**config.mk**
```make
export PLATFORM = sky130hd
export DESIGN_NAME = fifo_rd_ctrl
export DESIGN_NICKNAME = d
export VERILOG_FILES = /design/src/rtl/fifo_pkg.sv /design/src/rtl/gray2bin_conv.sv /design/src/rtl/fifo_rd_ctrl.sv
export SDC_FILE = /design/constraint.sdc
export NUM_CORES = 1
export LEC_CHECK = 0
export ABC_AREA = 1
export CELL_PAD_IN_SITES_DETAIL_PLACEMENT = 1
export CELL_PAD_IN_SITES_GLOBAL_PLACEMENT = 1
export CORE_MARGIN = 1
export CORE_UTILIZATION = 33
export CTS_CLUSTER_DIAMETER = 40
export DETAILED_ROUTE_END_ITERATION = 12
export GPL_TIMING_DRIVEN = 0
export PLACE_DENSITY = 0.83
export RECOVER_POWER = 25
export SETUP_SLACK_MARGIN = 0.4
export SYNTH_ARGS = -nofsm -noshare
export SYNTH_HDL_FRONTEND = slang
export SYNTH_SLANG_ARGS = --single-unit
```
**constraint.sdc**
```tcl
create_clock -name r_clk -period 6.6 [get_ports r_clk]
set_input_delay 1.32 -clock r_clk [delete_from_list [all_inputs] [get_ports r_clk]]
set_output_delay 1.32 -clock r_clk [all_outputs]
set_load 0.01 [all_outputs]
```
**src/rtl/fifo_pkg.sv**
```systemverilog
// Shared FIFO pointer helpers: Gray/binary conversion and pointer width.
// Latency: none, pure functions.
// Backpressure: not applicable.
package fifo_pkg;

  // Pointers carry one wrap bit above the address so full and empty differ.
  function automatic int ptr_w(input int aw);
    return aw + 1;
  endfunction

  // Width-agnostic: callers zero-extend into 32 bits and truncate the result.
  function automatic logic [31:0] bin2gray(input logic [31:0] b);
    return b ^ (b >> 1);
  endfunction

  // Each binary bit is the XOR of all Gray bits at or above it.
  function automatic logic [31:0] gray2bin(input logic [31:0] g);
    logic [31:0] b;
    b = g;
    for (int i = 1; i < 32; i++) begin
      b = b ^ (g >> i);
    end
    return b;
  endfunction

endpackage

```
**src/rtl/gray2bin_conv.sv**
```systemverilog
// Gray-to-binary converter, XOR-prefix from the MSB down; shared with the write side.
// Latency: combinational.
// Backpressure: not applicable.
module gray2bin_conv #(
  parameter int W = 4
) (
  input  logic [W-1:0] gray,
  output logic [W-1:0] bin
);

  // Ripple the running XOR from the top bit toward bit 0.
  always_comb begin
    bin = '0;
    bin[W-1] = gray[W-1];
    for (int i = W - 2; i >= 0; i--) begin
      bin[i] = bin[i+1] ^ gray[i];
    end
  end

endmodule

```
**src/rtl/fifo_rd_ctrl.sv**
```systemverilog
// Read-side FIFO controller: Gray/binary read pointer, empty, level, almost-empty, underflow.
// Latency: rd_ack same cycle; pointers and flags update one r_clk edge after a pop.
// Backpressure: reads are refused (rd_ack=0) while empty; optional sticky underflow via FIFO_RD_UNDERFLOW_EN.
module fifo_rd_ctrl
  import fifo_pkg::*;
#(
  parameter int DEPTH = 8,
  localparam int AW = $clog2(DEPTH)
) (
  input  logic          r_clk,
  input  logic          rst_n,
  input  logic          rd_rq,
  input  logic [AW:0]   rsync_ptr2,
  input  logic [AW:0]   ae_thresh,
  input  logic          underflow_clr,
  output logic [AW-1:0] raddr,
  output logic [AW:0]   rptr,
  output logic          rd_ack,
  output logic          empty,
  output logic          almost_empty,
  output logic [AW:0]   rd_level,
  output logic          underflow
);

  localparam int PW = ptr_w(AW);

  logic [PW-1:0] bin;
  logic [PW-1:0] binnext;
  logic [PW-1:0] graynext;
  logic [PW-1:0] wbin;
  logic [PW-1:0] lvl_next;

  gray2bin_conv #(.W(PW)) u_wptr_conv (
    .gray (rsync_ptr2),
    .bin  (wbin)
  );

  assign rd_ack   = rd_rq & ~empty;
  assign binnext  = bin + PW'(rd_ack);
  assign graynext = PW'(bin2gray(32'(binnext)));
  // Level is measured against the delayed write pointer, so it can only under-report.
  assign lvl_next = wbin - binnext;
  assign raddr    = bin[AW-1:0];

  // Pointer, empty, level and almost-empty registers; all track the post-pop pointer.
  always_ff @(posedge r_clk) begin
    if (!rst_n) begin
      bin          <= '0;
      rptr         <= '0;
      empty        <= 1'b1;
      rd_level     <= '0;
      almost_empty <= 1'b1;
    end else begin
      bin          <= binnext;
      rptr         <= graynext;
      empty        <= (graynext == rsync_ptr2);
      rd_level     <= lvl_next;
      almost_empty <= (lvl_next <= ae_thresh);
    end
  end

`ifdef FIFO_RD_UNDERFLOW_EN
  logic underflow_q;

  // Sticky underflow: a refused request sets it, clear only wins when no new set.
  always_ff @(posedge r_clk) begin
    if (!rst_n) begin
      underflow_q <= 1'b0;
    end else if (rd_rq & empty) begin
      underflow_q <= 1'b1;
    end else if (underflow_clr) begin
      underflow_q <= 1'b0;
    end
  end

  assign underflow = underflow_q;
`else
  logic unused_underflow_clr;

  assign unused_underflow_clr = underflow_clr;
  assign underflow            = 1'b0;
`endif

endmodule
```
==> results of run 1 <==
-- state kept, by name (all words and copies together) (netlist names) --
| register | cells |
|---|---|
| bin | 3 |
| almost_empty | 1 |
| rd_level | 4 |
| empty | 1 |
| rptr | 4 |
-- final timing paths --
path                               from      endpoint  depth (start not counted)
worst max-delay path              rd_rq  almost_empty                         17
worst min-delay path            rptr[3]       rptr[3]                          3
worst max register to register    empty  almost_empty                         15
worst min register to register  rptr[3]       rptr[3]                          3
-- final cells by class --
| class | count | area [um^2] | share of cell area [%] |
|---|---|---|---|
| Multi-Input combinational cell | 81 | 478 | 42.6 |
| Inverter | 20 | 75.1 | 6.69 |
| Timing Repair Buffer | 24 | 240 | 21.4 |
| Tap cell | 28 | 35.0 | 3.12 |
| Sequential cell | 13 | 260 | 23.2 |
| Buffer | 1 | 7.51 | 0.669 |
| Clock buffer | 4 | 26.3 | 2.34 |
-- power by group --
part           internal [W]  switching, W  leakage [nW]
Combinational     0.0000400     0.0000417         0.453
Sequential        0.0000862    0.00000262         0.107
Clock             0.0000235     0.0000289        0.0150
-- cell usage after synthesis, drive strengths merged --
library cell	number	area, um^2
o21bai	1	7.51
clkinv	1	3.75
xor2	3	41.3
a21oi	6	30.0
nand3b	1	7.51
nor2	8	30.0
or2	1	6.26
ha	9	113
nand2	32	120
dfxtp	13	260
a21o	1	7.51
o211ai	1	7.51
buf	1	7.51
inv	19	71.3
nand4	3	18.8
conb	1	3.75
nand3	13	65.1
fa	1	20.0
-- worst register-to-register path, stage by stage (launching register included) --
cell,delay (ns)
dfxtp_1,0.34
nor2_1,0.06
ha_1,0.23
ha_1,0.43
inv_1,0.14
ha_1,0.30
inv_1,0.04
o21bai_1,0.18
a21o_1,0.14
nand3_1,0.06
nand2_1,0.08
inv_1,0.05
ha_1,0.31
a21oi_1,0.16
nand2_1,0.07
nand3_1,0.07
-- logic make-up after synthesis --
family / count (synthesis) / share of synthesized area, %
AOI/OAI and AO/OA: 9 / 6.40
adders and majority gates: 10 / 16.2
and+or+nand+nor: 58 / 30.2
DFF: 13 / 31.7
buffers and inverters: 21 / 10.1
xor gates and xnor gates: 3 / 5.03
other: 1 / 0.457
-- metrics by stage --
step	power, W	cells	hold slack, ns	util (%)	instance area, um^2
floorplan	0.000138	115	0.609	-	821
global placement	0.000171	167	0.618	48.2	1100
detailed placement	0.000175	167	0.632	48.2	1100
CTS	0.000229	171	0.650	49.3	1120
global route	0.000241	171	0.724	49.3	1120
finish	0.000223	171	0.646	49.3	1120
-- per-layer routing --
metal,wire (um),vias up,global-route usage [%]
met4,31,0,8.11
met3,99,3,4.68
met2,1050,20,34.4
met5,0,-,0
li1,-,418,-
met1,888,384,20.3
==> results.md, run 1 <==
* Die area at 2690 um^2
* Setup Buffers After CTS at 0
* H-tree depth at 1
* CP bufs+invs at 5
* Max Root-Sink Buffers at 2
* Post-Place Worst Slack at 2.46 ns
* Static Leakage at 0.575 nW
* TritonCTS Sinks at 13
* Worst path required time at 6.83 ns
* Peak VDD IR at 0.146 mV
* Kind of cell adding the most delay to the critical path: adder cells
* PwrDens at 199 nW/um^2
* Syn Area/Cell at 7.14 um^2
* Initial Util at 36.1%
* Final-report hold violation count at 0
* Root buf cell: clkbuf_4
* Core area at 2280 um^2
* DR WL/cell at 12.1 um
* CP Class: input port to flop
* RSZ-0062 raised after global routing: no
* Initial antenna violation count at 0
* Syn Nets at 137
* Num ports at 27
* Worst setup margin at 2.63 ns
* R2r setup slk at 3.90 ns
* IO Port Bufs at 24
* Hold Buf Count CTS at 0
* HPWL Detailed at roughly 1700 um
* Clock skew at slightly below 0.0009 ns
* Die width at 51.9 um
* MaxCap Viol Count at 0
* # rows at 17
* Fin. max-slew vios at 0
* Number of DRC markers in iteration 0 at 3
* Post-layout nets at 166
* Clk_lat worst skew at 0.29 ns
* Flops & latches, synth at 13
* Hold Crit Class: flop to flop
* First-pass GRT wire length at between 3000 and 4000 um
* Post-route ant nets at 0
* Max FO, Critical Path at 6
* Final setup violating endpoints at 0
* Setup TNS at 0 ns
* Critical Path End Type: flop
* Vias in the first global route at between 800 and 900
* Vias per cell at 4.82
* Via Count at 825
* Tcrit/Tclk final at roughly 60%
* Startpoint types: input port
* Most frequent cells in the layout: nand2_1, inv_1, clkdlybuf4s50_1
* Die Y at between 50 and 60 um
* Area growth, synth to finish at 36.7%
* Grt total ovfl at 0
* Post-synthesis sequential area ratio at between 30% and 40%
* CTS tree: built
* Yosys warnings at 0
* Peak Freq at between 0.2 and 0.3 GHz
* GP Congestion at 0.781
* GRT Total Usage at 18.9%
* Cell Area, Synth at a little over 800 um^2
* Largest net degree at the start of global routing at 10
* Netlist cell types at 19
* Worst EP arrival at 4.20 ns
* Status: finished clean
* Sum of routed wire length over all layers at 2070 um
* CTS buffer count at 3
* Commonest non-fill, non-tap cell in the layout: nand2_1
* Antenna diode count at 0
* Post-route DRC violation count at 0
* Filler Cell Count at 291
* Layout cell share with drive strength beyond 1 at a little under 5%
* Post-Synthesis Cells at 115
* Slowest stage delay, CP at 0.54 ns
* Tmin final at 3.97 ns
* Crit path max-delay cell type: dlygate4sd3_1
* CP cell instances: dlygate4sd3_1 -> inv_1 -> nor2_1 -> ha_1 -> ha_1 -> inv_1 -> ha_1 -> inv_1 -> o21bai_1 -> a21o_1 -> nand3_1 -> nand2_1 -> inv_1 -> ha_1 -> a21oi_1 -> nand2_1 -> nand3_1
* TritonRoute pass-1 iters at 3
* Post-CTS resize count at 0
* CTS clk-pin slew, worst paths at 0.08 ns
No activity file was read; power rests on OpenSTA's default activity.
==> inputs of run 2 (changes only) <==
--- a/config.mk
+++ b/config.mk
@@ -9,11 +9,11 @@
 export CELL_PAD_IN_SITES_DETAIL_PLACEMENT = 1
 export CELL_PAD_IN_SITES_GLOBAL_PLACEMENT = 1
 export CORE_MARGIN = 1
-export CORE_UTILIZATION = 33
+export CORE_UTILIZATION = 28
 export CTS_CLUSTER_DIAMETER = 40
 export DETAILED_ROUTE_END_ITERATION = 12
 export GPL_TIMING_DRIVEN = 0
-export PLACE_DENSITY = 0.83
+export PLACE_DENSITY = 0.75
 export RECOVER_POWER = 25
 export SETUP_SLACK_MARGIN = 0.4
 export SYNTH_ARGS = -nofsm -noshare
==> constraint.sdc (replaced) <==
create_clock -name r_clk -period 3.5 [get_ports r_clk]
set_input_delay 0.7 -clock r_clk [delete_from_list [all_inputs] [get_ports r_clk]]
set_output_delay 0.7 -clock r_clk [all_outputs]
set_load 0.01 [all_outputs]
==> results.md, run 2 (synthesis gave the netlist of run 1 again) <==
* Comb pwr share at 40.7% (+4.0 points)
* Core area at 2760 um^2 (+21%)
* Peak VDD IR at 0.276 mV (+90%)
* Filler Cell Count at 351 (+21%)
* GP Congestion at 0.732 (-6.3%)
* Post-route DRC violation count at 0 (unchanged)
* RSZ-0062 raised after global routing: no
* Hold slack at 0.630 ns (-0.0164 ns)
* CP bufs+invs at 5 (unchanged)
* Layout cell share with drive strength beyond 1 at 15.2% (+10 points)
* Tcrit/Tclk final at 85.9%
* Post-layout nets at 174 (+4.8%)
* Max Root-Sink Buffers at 2 (unchanged)
* CP Depth at 17 (unchanged)
* Reg2Reg Depth at 15 (unchanged)
* Antenna diode count at 0 (unchanged)
* Final core utilization at 44.3% (-5.0 points)
* Grt total ovfl at 0 (unchanged)
* CTS buffer count at 3 (unchanged)
* Commonest non-fill, non-tap cell in the layout: nand2_1
* TritonRoute pass-1 iters at 4 (+1)
* Setup TNS at 0 ns (unchanged)
* CP cell instances: clkdlybuf4s25_1 -> inv_1 -> nor2_1 -> ha_1 -> ha_1 -> inv_2 -> ha_1 -> inv_1 -> o21bai_1 -> a21o_1 -> nand3_2 -> nand2_2 -> inv_2 -> ha_4 -> o211ai_1 -> nand2_1 -> nand3_1
* Biggest regs: rd_level (4), rptr (4), bin (3)
* NetSw at 0.000151 W (+110%)
* Final setup violating endpoints at 0 (unchanged)
* Footprint of the multi-input gates at 517 um^2 (+8.1%)
* Peak Freq at 0.332 GHz
* Die area at 3150 um^2 (+17%)
* Worst EP arrival at 3.18 ns (-1.02 ns)
* Die Y at 56.1 um (+8.2%)
* Hold Buf Count CTS at 0 (unchanged)
* CTS tree: built
* Final-report hold violation count at 0 (unchanged)
* CP Class: input port to flop
* Via Count at 884 (+7.2%)
* Slowest stage delay, CP at 0.41 ns (-0.13 ns)
* DR WL/cell at 13.3 um (+9.6%)
* Root buf cell: clkbuf_4
* Clk_lat worst skew at 0.29 ns (about the same)
* Switching share of power at 33.2% (+0.39 points)
* CTS clk-pin slew, worst paths at 0.09 ns (about the same)
* Die width at 56.1 um (+8.2%)
* Most frequent cells in the layout: nand2_1, clkdlybuf4s50_1, inv_1
* First-pass GRT wire length at 3810 um (+4.9%)
* Area growth, synth to finish at 48.9%
* HPWL Detailed at 1800 um (+3.7%)
* Clock power share at 22.3% (-1.2 points)
* # rows at 19 (+2)
* Max FO, Critical Path at 5 (-1)
* Flop pwr share at 37.0% (-2.8 points)
* Post-route ant nets at 0 (unchanged)
* Num ports at 27 (unchanged)
* Initial antenna violation count at 0 (unchanged)
* Kind of cell adding the most delay to the critical path: adder cells
* Status: finished clean
* Fin. max-slew vios at 0 (unchanged)
* Crit path max-delay cell type: ha_1
* GRT Total Usage at 16.0% (-2.9 points)
* Startpoint types: input port
* Min-Delay Path Depth at 3 (unchanged)
* Static Leakage at 0.611 nW (+6.2%)
* Tmin final at 3.01 ns
* Hold Crit Class: flop to flop
* H-tree depth at 1 (unchanged)
* Clock skew at 0.00565 ns (+0.00478 ns)
* MaxCap Viol Count at 0 (unchanged)
* Design Power at 0.000454 W (+100%)
* IO Port Bufs at 24 (unchanged)
* Largest net degree at the start of global routing at 10 (unchanged)
* Worst path required time at 3.68 ns (-3.15 ns)
* Number of DRC markers in iteration 0 at 9 (+6)
* Initial Util at 29.8% (-6.3 points)
* Critical Path End Type: flop
* Sum of routed wire length over all layers at 2420 um (+17%)
* Vias per cell at 4.86 (+0.68%)
* TritonCTS Sinks at 13 (unchanged)
* CP most frequent cell: ha_1
* Cell-internal power at 0.000303 W (+100%)
* Sequential cell area at 260 um^2 (unchanged)
* PwrDens at 371 nW/um^2 (+87%)
* Vias in the first global route at 899 (+4.7%)
[run 2: repair_timing]
| item | CTS | global route |
|---|---|---|
| pin swaps | 2 | 9 |
| setup buffers | 1 | 7 |
| gates resized for setup | 8 | 9 |
| gates cloned | 0 | 0 |
| endpoints found under the hold margin | 0 | 0 |
| endpoints found under the setup margin | 1 | 1 |
[run 2: layer usage]
layer	routed length (um)	part of all wire (%)	GRT usage, %	vias up
met5	0	0	0	-
met1	1010	42	16.6	418
met3	116	4.8	6.05	6
li1	-	-	-	436
met4	42	1.7	3.14	0
met2	1250	52	30.3	24
[run 2: area by class of cell]
class,count,share of cell area [%]
Multi-Input combinational cell,81,42.3
Clock buffer,4,2.15
Timing Repair Buffer,32,24.4
Buffer,1,0.614
Tap cell,31,3.17
Inverter,20,6.14
Sequential cell,13,21.3
[run 2: through the flow]
stage	area, um^2	setup WS [ns]	std cells
CTS	1160	0.410	175
detailed placement	1100	-0.105	170
global route	1220	0.334	182
finish	1220	0.492	182
floorplan	821	0.657	115
global placement	1100	0.00602	170
[run 2: power groups by stage]
stage	sequential, W	combinational [W]	clock [W]
after global routing	0.000169	0.000205	0.000114
after detailed placement	0.000171	0.000159	0
final	0.000168	0.000185	0.000101
after CTS	0.000168	0.000166	0.000107
after global placement	0.000171	0.000152	0
after floorplan	0.000178	0.0000825	0
[run 2: final timing paths]
path / slack (ns) / endpoint / start
min: 0.63 / rptr[3] / rptr[3]
max: 0.49 / almost_empty / rd_rq
min reg2reg: 0.63 / rptr[3] / rptr[3]
max reg2reg: 0.84 / almost_empty / empty
[run 2: tightest hold or removal path: cells and delay by family, from the launching register on]
kind,cells,cell delay (ns)
AND/OR/NAND/NOR,3,0.26
flip-flops,1,0.35
